[config.mk]
export PLATFORM = sky130hd
export DESIGN_NAME = usb_fs_nb_out_buf_ctrl
export DESIGN_NICKNAME = d
export VERILOG_FILES = /design/src/rtl/usb_fs_nb_out_buf_ctrl.sv
export SDC_FILE = /design/constraint.sdc
export NUM_CORES = 1
export LEC_CHECK = 0
export CAP_MARGIN = 20
export CELL_PAD_IN_SITES_DETAIL_PLACEMENT = 1
export CELL_PAD_IN_SITES_GLOBAL_PLACEMENT = 2
export CORE_MARGIN = 4
export CORE_UTILIZATION = 30
export CTS_CLUSTER_SIZE = 8
export DETAILED_ROUTE_END_ITERATION = 7
export GPL_ROUTABILITY_DRIVEN = 0
export PLACE_DENSITY_LB_ADDON = 0.1
export SLEW_MARGIN = 20
export SYNTH_ARGS = -nofsm -noshare
export SYNTH_HDL_FRONTEND = slang
export SYNTH_SLANG_ARGS = --single-unit
[constraint.sdc]
create_clock -name clk_48mhz_i -period 5.1 [get_ports clk_48mhz_i]
set_input_delay 1.02 -clock clk_48mhz_i [delete_from_list [all_inputs] [get_ports clk_48mhz_i]]
set_output_delay 1.02 -clock clk_48mhz_i [all_outputs]
set_load 0.005 [all_outputs]
[src/rtl/usb_fs_nb_out_buf_ctrl.sv]
// OUT/SETUP buffer controller: claims a packet buffer, packs engine bytes into
// 32-bit SRAM words, and commits an RX descriptor on ACK (or discards on rollback).
module usb_fs_nb_out_buf_ctrl #(
    parameter int unsigned  NumOutEps      = 12,
    parameter int unsigned  MaxPktSizeByte = 64,
    parameter int unsigned  BufIdW         = 5,
    localparam int unsigned PktW           = $clog2(MaxPktSizeByte)
) (
    input  logic                   clk_48mhz_i,
    input  logic                   rst_ni,
    input  logic                   link_reset_i,
    input  logic [3:0]             out_ep_current_i,
    input  logic                   out_ep_newpkt_i,
    input  logic                   out_ep_data_put_i,
    input  logic [PktW-1:0]        out_ep_put_addr_i,
    input  logic [7:0]             out_ep_data_i,
    input  logic                   out_ep_acked_i,
    input  logic                   out_ep_rollback_i,
    input  logic [NumOutEps-1:0]   out_ep_setup_i,
    output logic [NumOutEps-1:0]   out_ep_full_o,
    input  logic [NumOutEps-1:0]   rx_enable_i,
    input  logic                   av_rvalid_i,
    input  logic [BufIdW-1:0]      av_rdata_i,
    output logic                   av_rready_o,
    output logic                   rx_wvalid_o,
    input  logic                   rx_wready_i,
    output logic [BufIdW+PktW+5:0] rx_wdata_o,
    output logic                   mem_req_o,
    output logic [BufIdW+PktW-3:0] mem_addr_o,
    output logic [31:0]            mem_wdata_o,
    output logic [3:0]             mem_wmask_o
);

    // StIdle: no transfer | StActive: packing bytes | StDrop: NAKing, data ignored
    // StFlush: write partial word | StCommit: offer descriptor to RX FIFO
    typedef enum logic [2:0] {StIdle, StActive, StDrop, StFlush, StCommit} state_e;

    localparam logic [PktW:0] MaxCount = (PktW+1)'(MaxPktSizeByte);

    state_e            state_q;
    logic [BufIdW-1:0] buf_id_q;
    logic [3:0]        ep_q;
    logic              setup_q;
    logic [PktW:0]     count_q;
    logic [31:0]       pack_q, pack_d;
    logic [3:0]        mask_q, mask_d;
    logic [PktW-3:0]   word_q, word_d;
    logic              mem_req_q;
    logic [BufIdW+PktW-3:0] mem_addr_q;
    logic [31:0]       mem_wdata_q;
    logic [3:0]        mem_wmask_q;
    logic              rx_wvalid_q;

    logic [1:0] lane;
    logic       in_xfer, av_ok, put_act, wr_full, wr_flush;
    logic       cur_setup, cur_enable;

    assign lane     = out_ep_put_addr_i[1:0];
    assign in_xfer  = (state_q == StActive) || (state_q == StFlush) || (state_q == StCommit);
    assign av_ok    = av_rvalid_i && rx_wready_i;
    assign put_act  = (state_q == StActive) && out_ep_data_put_i;
    assign word_d   = put_act ? out_ep_put_addr_i[PktW-1:2] : word_q;
    assign wr_full  = put_act && (lane == 2'd3);
    assign wr_flush = out_ep_acked_i && (mask_d != 4'd0);

    always_comb begin
        cur_setup  = 1'b0;
        cur_enable = 1'b0;
        for (int i = 0; i < NumOutEps; i++) begin
            if (out_ep_current_i == 4'(i)) begin
                cur_setup  = out_ep_setup_i[i];
                cur_enable = rx_enable_i[i];
            end
        end
    end

    // The endpoint owning the current transfer is never reported full to itself.
    always_comb begin
        out_ep_full_o = '0;
        for (int i = 0; i < NumOutEps; i++) begin
            out_ep_full_o[i] = (state_q == StDrop) ||
                               (!(in_xfer && (ep_q == 4'(i))) && (!rx_enable_i[i] || !av_ok));
        end
    end

    always_comb begin
        pack_d = pack_q;
        mask_d = mask_q;
        if (put_act) begin
            pack_d[{lane, 3'b000} +: 8] = out_ep_data_i;
            mask_d[lane]                = 1'b1;
        end
    end

    always_ff @(posedge clk_48mhz_i or negedge rst_ni) begin
        if (!rst_ni) begin
            state_q     <= StIdle;
            buf_id_q    <= '0;
            ep_q        <= '0;
            setup_q     <= 1'b0;
            count_q     <= '0;
            pack_q      <= '0;
            mask_q      <= '0;
            word_q      <= '0;
            mem_req_q   <= 1'b0;
            mem_addr_q  <= '0;
            mem_wdata_q <= '0;
            mem_wmask_q <= '0;
            rx_wvalid_q <= 1'b0;
        end else begin
            mem_req_q <= 1'b0;
            if (link_reset_i) begin
                state_q     <= StIdle;
                pack_q      <= '0;
                mask_q      <= '0;
                rx_wvalid_q <= 1'b0;
            end else if (out_ep_newpkt_i) begin
                state_q     <= (cur_enable && av_ok) ? StActive : StDrop;
                ep_q        <= out_ep_current_i;
                setup_q     <= cur_setup;
                buf_id_q    <= av_rdata_i;
                count_q     <= '0;
                pack_q      <= '0;
                mask_q      <= '0;
                rx_wvalid_q <= 1'b0;
            end else begin
                unique case (state_q)
                    StActive: begin
                        if (out_ep_rollback_i) begin
                            state_q <= StIdle;
                            pack_q  <= '0;
                            mask_q  <= '0;
                        end else begin
                            if (put_act) begin
                                word_q <= out_ep_put_addr_i[PktW-1:2];
                                if (count_q != MaxCount) count_q <= count_q + (PktW+1)'(1);
                            end
                            // Full word on lane 3, or the partial word when the ACK arrives.
                            if (wr_full || wr_flush) begin
                                mem_req_q   <= 1'b1;
                                mem_addr_q  <= {buf_id_q, word_d};
                                mem_wdata_q <= pack_d;
                                mem_wmask_q <= mask_d;
                                pack_q      <= '0;
                                mask_q      <= '0;
                            end else begin
                                pack_q <= pack_d;
                                mask_q <= mask_d;
                            end
                            if (out_ep_acked_i) state_q <= StFlush;
                        end
                    end
                    StFlush: begin
                        state_q     <= StCommit;
                        rx_wvalid_q <= 1'b1;
                    end
                    StCommit: begin
                        if (rx_wready_i) begin
                            state_q     <= StIdle;
                            rx_wvalid_q <= 1'b0;
                        end
                    end
                    StDrop: begin
                        if (out_ep_acked_i || out_ep_rollback_i) state_q <= StIdle;
                    end
                    default: ;
                endcase
            end
        end
    end

    assign mem_req_o   = mem_req_q;
    assign mem_addr_o  = mem_addr_q;
    assign mem_wdata_o = mem_wdata_q;
    assign mem_wmask_o = mem_wmask_q;
    assign rx_wvalid_o = rx_wvalid_q;
    assign rx_wdata_o  = rx_wvalid_q ? {setup_q, ep_q, count_q, buf_id_q} : '0;
    assign av_rready_o = rx_wvalid_q && rx_wready_i;

endmodule

==> results.json, run 1 <==
{
  "cts-hold-fix-buffers": 0,
  "drc": 0,
  "cpPeakStageDelay_ns": 0.64,
  "synth_flop_cell": "dfrtp_1",
  "grtUsageTotal": 0.1574,
  "irDropWorstVdd_mv": 0.2087,
  "synth_edf_count": 0,
  "cts.sinks": 107,
  "hold_path_class": "register to register",
  "async_reset_ff_frac": 1.000,
  "synth_top_area_frac": 0.4712,
  "total_power_mw": 1.857,
  "avgViaCountPerCell": 5.123,
  "drt_iter0_drc": 160,
  "firstDrtPassIters": 6,
  "synth_area_sq_um": 5683,
  "fin_area_sq_um": 7497,
  "ioPinCount": 133,
  "crit_path_start_kind": "input pin",
  "drv_cap": 0,
  "dp.final_hpwl_microns": 11910,
  "min_period_ns": 4.018,
  "antenna_cells": 0,
  "first_global_vias": 4818,
  "synth_top_area_cell": "dfrtp_1",
  "tritoncts": "done",
  "crit_slowest_cell": "and2_0",
  "grt_max_degree": 82,
  "drtAntennaViolNets": 0,
  "cts_root_buf": "clkbuf_16",
  "placed_area_sq_um": 7168,
  "grt_pass1_wl_microns": 27080,
  "period_share": 0.7879,
  "num_rows": 50,
  "core_area_sq_um": 18640,
  "clk_pin_slew_worst_paths_ns": 0.08,
  "overflow": 0,
  "avgSynthCellArea_sq_um": 11.21,
  "fmax_mhz": 248.9,
  "worstPathArrival_ns": 3.00,
  "fin_nets": 691,
  "critPathBufInv": 2,
  "slew_violations": 0,
  "mostFrequentLayoutCell": "clkdlybuf4s50_1",
  "synth_nets": 573,
  "fp.dieH_microns": 145.6,
  "critPathKind": "input pin to output port",
  "vias": 4426,
  "cp_max_fo": 14,
  "worst_pin_slew_ns": 0.7742,
  "die-area_sq_um": 21210,
  "cts.path.max_buffers": 2,
  "antenna_found_initial": 0,
  "setup_viol": 0,
  "area_delta_synth_final_pct": 31.92,
  "postCtsSetupRepairBufs": 0,
  "synth_seq_cells": 107,
  "clk_latency_ns": 0.36,
  "drive_gt1_frac": 0.1587,
  "critical_path.cell_chain": "clkdlybuf4s50_1, and2_0, nand2_1, o31ai_1, nand2_1, clkdlybuf4s50_1",
  "slew_headroom": 0.4838,
  "final_cell_mix": "clkdlybuf4s50_1, dfrtp_1, nand2_1",
  "wl_per_cell_microns": 19.25,
  "syn_inst": 507,
  "cts_buffers": 9,
  "initial_core_util": 0.3048,
  "cp.required_ns": 4.08,
  "yosys-top-cells-area": "dfrtp_1, a22o_1, mux2_2",
  "cts-resized-gates": 0,
  "critPathTopFamily": "buffers and inverters",
  "fin_util": 0.4021,
  "power_density_nw_per_um2": 247.7,
  "rsz0062_at_grt": "no",
  "ys_seq_area_frac": 0.4712,
  "port_buffers": 132,
  "drt-total-wl_microns": 16630,
  "cts_max_level": 3,
  "leakage_nw": 3.291,
  "fin_skew_ns": 0.01277,
  "outcome": "complete, no violations",
  "finalSetupTns_ns": 0,
  "yosys.cell_types.count": 59,
  "hold_viol": 0,
  "yosys_warnings": 0,
  "fp.dieW_microns": 145.6,
  "end_kind": "output port",
  "reg2reg_slack_ns": 2.20
}
cell type report:
cell class | count | area, sq um
Clock inverter | 7 | 100.1
Multi-Input combinational cell | 353 | 2774
Timing Repair Buffer | 138 | 1368
Inverter | 16 | 60.06
Clock buffer | 9 | 225.2
Fill cell | 2020 | 11150
Tap cell | 234 | 292.8
Sequential cell | 107 | 2678
stage by stage:
stage                     hold WS (ns)  instances  setup slack, ns
final                           0.5045        864            1.082
after global routing            0.5260        864           0.9123
after CTS                       0.5120        864            1.052
after detailed placement        0.4940        848            1.058
after global placement          0.4753        848            1.135
after floorplan                 0.4545        507            2.359
worst paths after layout:
path | endpoint | cells past startpoint | start
setup / recovery | out_ep_full_o[4] | 6 | rx_wready_i
max in group asynchronous | ep_q[1]$_DFFE_PN0P_ | 2 | rst_ni
min in group asynchronous | mem_wdata_o[15]$_DFFE_PN0P_ | 1 | rst_ni
setup reg to reg | mem_wdata_o[28]$_DFFE_PN0P_ | 6 | state_q[2]$_DFFE_PN0P_
hold / removal | buf_id_q[1]$_DFFE_PN0P_ | 2 | buf_id_q[1]$_DFFE_PN0P_
hold reg to reg | buf_id_q[1]$_DFFE_PN0P_ | 2 | buf_id_q[1]$_DFFE_PN0P_
worst register-to-register path, stage by stage, from the launching register on:
cell      delay, ns
dfrtp_1        0.52
and4bb_1       0.62
o21ai_0        0.26
a31oi_4        0.22
o21a_2         0.45
buf_4          0.35
mux2_2         0.37
logic make-up (layout without fill, tap and decap cells):
| kind of cell | after synthesis | after routing | share of synthesized area |
|---|---|---|---|
| adder cells (fa/ha/maj) | 10 | 10 | 0.02202 |
| XOR/XNOR | 5 | 5 | 0.007706 |
| AO/OA/AOI/OAI | 121 | 121 | 0.1812 |
| buffers and inverters | 47 | 170 | 0.04139 |
| multiplexers | 55 | 55 | 0.1134 |
| AND/OR/NAND/NOR | 162 | 162 | 0.1631 |
| flip-flops | 107 | 107 | 0.4712 |
synthesized netlist by cell type, types with 3 or more instances:
master and instances:
xor2_1 5, mux2_2 45, o21a_1 4, buf_4 3, clkbuf_1 12, o31ai_1 3, nor3b_4 3, and2_1 21
or3b_2 3, mux2i_1 7, a21oi_1 8, a31o_2 4, mux4_2 3, o31ai_4 4, inv_1 16, nor2_1 14
nand2_1 73, buf_1 8, nand3_1 8, ha_1 10, nor3_1 8, a22o_1 65, nand2b_1 6, o21ai_0 16
buf_6 6, dfrtp_1 107
sequential cells by signal, indices dropped and copies added (netlist names), 5 cells and up:
signal and count:
mem_wdata_o 32, count_q 7, pack_q 32, mem_addr_o 9
buf_id_q 5
report_power, final:
group / internal [mW] / total (mW) / switching, mW
sequential: 0.864 / 0.884 / 0.0203
clock: 0.399 / 0.763 / 0.364
combinational: 0.0942 / 0.210 / 0.116
total: 1.36 / 1.86 / 0.500
layer usage:
layer | vias up | track usage | wire length, microns
li1 | 2077 | - | -
met4 | 0 | 0.03799 | 218
met1 | 2257 | 0.2125 | 7874
met5 | - | 0 | 0
met2 | 77 | 0.2580 | 7918
met3 | 15 | 0.03581 | 622
Power figures use the tool's default switching activity.
==> inputs of run 2 (changes only) <==
Settings changed: CORE_UTILIZATION 30 to 29.
Clock period 5.1 ns to 3.3 ns, I/O delays scaled along.
==> results.json, run 2 (synthesis results as in run 1) <==
{
  "cp.required_ns": 2.64,
  "fp.dieH_microns": 148.0,
  "critPathKind": "register to output port",
  "fin_util": 0.3993,
  "core_area_sq_um": 19020,
  "drtAntennaViolNets": 0,
  "antenna_cells": 0,
  "clk_latency_ns": 0.35,
  "p_int_mw": 2.020,
  "overflow": 0,
  "clk_pin_slew_worst_paths_ns": 0.07,
  "cts_buffers": 9,
  "finalSetupTns_ns": 0,
  "worstPathArrival_ns": 2.45,
  "slew_headroom": 0.5977,
  "wl_met2_microns": 7368,
  "cp-startpoint": "state_q[1]$_DFFE_PN0P_",
  "firstDrtPassIters": 4,
  "ioPinCount": 133,
  "wl_met3_microns": 757,
  "drt-total-wl_microns": 16190,
  "outcome": "complete, no violations",
  "grtUsageTotal": 0.1487,
  "min_period_ns": 3.115,
  "drv_cap": 0,
  "avgViaCountPerCell": 4.903,
  "mostFrequentLayoutCell": "clkdlybuf4s50_1",
  "seqPwrFrac": 0.494,
  "irDropWorstVdd_mv": 0.2318,
  "drt_iter0_drc": 192,
  "final_cell_mix": "clkdlybuf4s50_1, dfrtp_1, nand2_1",
  "leakage_nw": 3.333,
  "top_layer": "met4",
  "r2r_cells": 7,
  "r2r_start": "state_q[2]$_DFFE_PN0P_",
  "fmax_mhz": 321.1,
  "num_rows": 50,
  "cts.path.max_buffers": 2,
  "combPwrFrac": 0.122,
  "rsz0062_at_grt": "no",
  "antenna_found_initial": 0,
  "cp-endpoint": "out_ep_full_o[4]",
  "slew_violations": 0,
  "switching_power_mw": 0.7406,
  "postCtsSetupRepairBufs": 0,
  "setup_viol": 0,
  "cts.sinks": 107,
  "hold_viol": 0,
  "crit_path_start_kind": "register",
  "drive_gt1_frac": 0.1716,
  "cts_max_level": 3,
  "num-fill-cells": 2139,
  "cts_root_buf": "clkbuf_16",
  "multi_input_comb_area_sq_um": 2774,
  "dp.final_hpwl_microns": 11920,
  "period_share": 0.9438,
  "fin_nets": 702,
  "cts-hold-fix-buffers": 0,
  "swShare": 0.2683,
  "worst_pin_slew_ns": 0.6035,
  "tritoncts": "done",
  "hold_path_class": "input pin to asynchronous set/reset pin",
  "power_density_nw_per_um2": 363.5,
  "wl_per_cell_microns": 17.97,
  "drc": 0,
  "fin_skew_ns": 0.009151,
  "rr_endpoint": "mem_wdata_o[14]$_DFFE_PN0P_",
  "grt_pass1_wl_microns": 26230,
  "end_kind": "output port",
  "dpl_worst_slack_ns": 0.07987,
  "cp_max_fo": 11,
  "pwr-share-clk": 0.384,
  "setup_slack_ns": 0.1855,
  "grt_max_degree": 65,
  "met1_length_microns": 7895,
  "regArea_sq_um": 2678,
  "vias": 4418,
  "initial_core_util": 0.2988,
  "first_global_vias": 4735,
  "port_buffers": 132,
  "reg2reg_slack_ns": 0.67,
  "fp.dieW_microns": 148.0,
  "die-area_sq_um": 21900,
  "area_delta_synth_final_pct": 33.62
}
-- run 2: worst min path at each step --
stage	startpoint	to	slack (ns)	cells after the start
4_1_cts	rst_ni	mem_addr_o[7]$_DFFE_PN0P_	0.32	1
2_1_floorplan	rst_ni	buf_id_q[0]$_DFFE_PN0P_	0.36	0
3_5_place_dp	buf_id_q[1]$_DFFE_PN0P_	buf_id_q[1]$_DFFE_PN0P_	0.48	2
5_1_grt	rst_ni	mem_addr_o[7]$_DFFE_PN0P_	0.33	1
6_report	rst_ni	mem_addr_o[7]$_DFFE_PN0P_	0.30	1
3_3_place_gp	buf_id_q[2]$_DFFE_PN0P_	buf_id_q[2]$_DFFE_PN0P_	0.47	2
-- run 2: area by class of cell --
type                    count  share of cell area
inverters                  16            0.007909
clock buffers              10             0.03015
clock inverters             6            0.007415
repair buffers            149              0.1938
well taps                 260             0.04284
flip-flops and latches    107              0.3526
multi-input cells         353              0.3653
-- run 2: routing by layer --
metal  vias to the layer above  global-route usage
li1                       2092                   -
met1                      2230              0.2060
met2                        85              0.2322
met3                        11             0.03924
met4                         0             0.03741
met5                         -                   0
-- run 2: power groups by stage --
stage	clock network, mW	registers (mW)	logic (mW)
floorplan	0	1.38	0.160
global placement	0	1.39	0.338
detailed placement	0	1.39	0.343
CTS	1.10	1.36	0.345
global route	1.15	1.37	0.376
finish	1.06	1.36	0.338
-- run 2: what timing repair did --
item / 4_1_cts / 5_1_grt
hold endpoints to repair: 0 / 0
setup endpoints to repair: 0 / 11
gates resized for setup: 0 / 2
-- run 2: through the flow --
stage / instance area [sq um] / std cells / total power [mW] / hold slack (ns)
finish: 7594 / 901 / 2.760 / 0.2991
global route: 7594 / 901 / 2.899 / 0.3278
CTS: 7591 / 901 / 2.806 / 0.3155
detailed placement: 7306 / 885 / 1.732 / 0.4833
global placement: 7306 / 885 / 1.726 / 0.4740
floorplan: 5683 / 507 / 1.537 / 0.3644
-- run 2: critical path, cell delays in order (launching register included) --
cell and delay (ns):
dfrtp_1 0.50, nor2_2 0.18, mux2i_1 0.13, or3b_2 0.53, o31ai_1 0.22, nand2_1 0.08, clkdlybuf4s50_1 0.48
==> inputs of run 3 (changes only) <==
Settings changed: CORE_MARGIN 4 to default, SLEW_MARGIN 20 to default.
==> results.json, run 3 (synthesis results as in run 1) <==
{
  "end_kind": "output port",
  "core_area_sq_um": 18960,
  "hold_path_class": "input pin to asynchronous set/reset pin",
  "rsz0062_at_grt": "no",
  "wl_per_cell_microns": 17.59,
  "antenna_cells": 0,
  "crit_slowest_cell": "or3b_2",
  "area_delta_synth_final_pct": 33.62,
  "cts_buffers": 9,
  "grt_max_degree": 55,
  "num_rows": 50,
  "setup_viol": 0,
  "hold_slack_ns": 0.3543,
  "num-fill-cells": 2074,
  "fp.dieW_microns": 142.0,
  "p_int_mw": 2.028,
  "tritoncts": "done",
  "critPathBufInv": 1,
  "power_density_nw_per_um2": 362.6,
  "clk_latency_ns": 0.35,
  "finalSetupTns_ns": 0,
  "cts-resized-gates": 0,
  "irDropWorstVdd_mv": 0.2310,
  "slew_violations": 0,
  "period_share": 0.9388,
  "slew_headroom": 0.5175,
  "worstPathArrival_ns": 2.44,
  "drv_cap": 0,
  "grt_pass1_wl_microns": 26080,
  "cp.required_ns": 2.64,
  "cts_max_level": 3,
  "leakage_nw": 3.329,
  "pwr-share-clk": 0.383,
  "total_power_mw": 2.754,
  "drt-total-wl_microns": 15830,
  "die-area_sq_um": 20160,
  "hold_viol": 0,
  "r2r_cells": 6,
  "min_period_ns": 3.098,
  "cp_max_fo": 11,
  "drc": 0,
  "final_cell_mix": "clkdlybuf4s50_1, dfrtp_1, nand2_1",
  "ioPinCount": 133,
  "overflow": 0,
  "critPathTopFamily": "simple AND/OR/NAND/NOR gates",
  "critPathKind": "register to output port",
  "fin_nets": 702,
  "cts.path.max_buffers": 2,
  "critical_path.cell_chain": "nor2_2, mux2i_1, or3b_2, o31ai_1, nand2_1, clkdlybuf4s50_1",
  "cts.sinks": 107,
  "mostFrequentLayoutCell": "clkdlybuf4s50_1",
  "clk_pin_slew_worst_paths_ns": 0.07,
  "initial_core_util": 0.2998,
  "worst_pin_slew_ns": 0.7238,
  "crit_path_start_kind": "register",
  "swShare": 0.2634,
  "port_buffers": 132,
  "fin_skew_ns": 0.009557,
  "grtUsageTotal": 0.1675,
  "drt_iter0_drc": 140,
  "first_global_vias": 4670,
  "vias": 4418,
  "outcome": "complete, no violations",
  "fp.dieH_microns": 142.0,
  "antenna_found_initial": 0,
  "cpPeakStageDelay_ns": 0.52,
  "dp.final_hpwl_microns": 11530,
  "combPwrFrac": 0.121,
  "postCtsSetupRepairBufs": 0,
  "drtAntennaViolNets": 0,
  "cts-hold-fix-buffers": 0,
  "cts_root_buf": "clkbuf_16",
  "crit_cells": 6,
  "switching_power_mw": 0.7253,
  "drive_gt1_frac": 0.1734,
  "avgViaCountPerCell": 4.909,
  "firstDrtPassIters": 4,
  "fmax_mhz": 322.8,
  "seqPwrFrac": 0.496
}
-- run 3: changes by cell type in the layout (fill, tap and decap cells not counted), sizes merged --
cell,change
clkinv,+1
inv,-2
-- run 3: power by group through the flow --
stage / Clock [mW] / Combinational [mW] / Sequential, mW
finish: 1.06 / 0.333 / 1.37
global route: 1.15 / 0.370 / 1.37
CTS: 1.10 / 0.339 / 1.37
detailed placement: 0 / 0.338 / 1.39
global placement: 0 / 0.334 / 1.39
floorplan: 0 / 0.160 / 1.38
-- run 3: routing by layer --
| metal | GRT usage | vias to the layer above | routed length [microns] |
|---|---|---|---|
| met5 | 0 | - | 0 |
| met4 | 0.06282 | 0 | 263 |
| met3 | 0.02692 | 15 | 663 |
| met2 | 0.2510 | 103 | 7109 |
| met1 | 0.2415 | 2211 | 7793 |
| li1 | - | 2089 | - |
-- run 3: path summary, 6_finish.rpt --
path | start | end | slack [ns]
setup / recovery | state_q[1]$_DFFE_PN0P_ | out_ep_full_o[8] | 0.20
hold / removal | rst_ni | buf_id_q[4]$_DFFE_PN0P_ | 0.35
setup reg to reg | state_q[2]$_DFFE_PN0P_ | pack_q[13]$_DFFE_PN0P_ | 0.90
hold reg to reg | buf_id_q[2]$_DFFE_PN0P_ | buf_id_q[2]$_DFFE_PN0P_ | 0.49
max in group asynchronous | rst_ni | state_q[0]$_DFFE_PN0P_ | 2.16
min in group clk_48mhz_i | buf_id_q[2]$_DFFE_PN0P_ | buf_id_q[2]$_DFFE_PN0P_ | 0.49
-- run 3: cell type report --
cell class                      instances  area, sq um  area share
Clock inverter                          5        45.04    0.005932
Sequential cell                       107         2679      0.3528
Tap cell                              260        325.3     0.04284
Multi-Input combinational cell        353         2774      0.3653
Timing Repair Buffer                  149         1471      0.1938
Clock buffer                           10        239.0     0.03147
Inverter                               16        60.06    0.007909
-- run 3: per-stage QoR --
step                        util  setup slack (ns)  area (sq um)  std cells
after floorplan                -            0.9619          5683        507
after global placement    0.3854            0.2124          7306        885
after detailed placement  0.3854            0.1474          7306        885
after CTS                 0.4004           0.08026          7590        900
after global routing      0.4006          0.005394          7594        900
final                     0.4006            0.2021          7594        900
-- run 3: worst register-to-register path: stages, from the launching register on --
cell     delay [ns]
dfrtp_1        0.41
buf_4          0.18
or3b_4         0.43
nor4_4         0.32
nand2_4        0.26
nor4_4         0.53
a22o_1         0.21
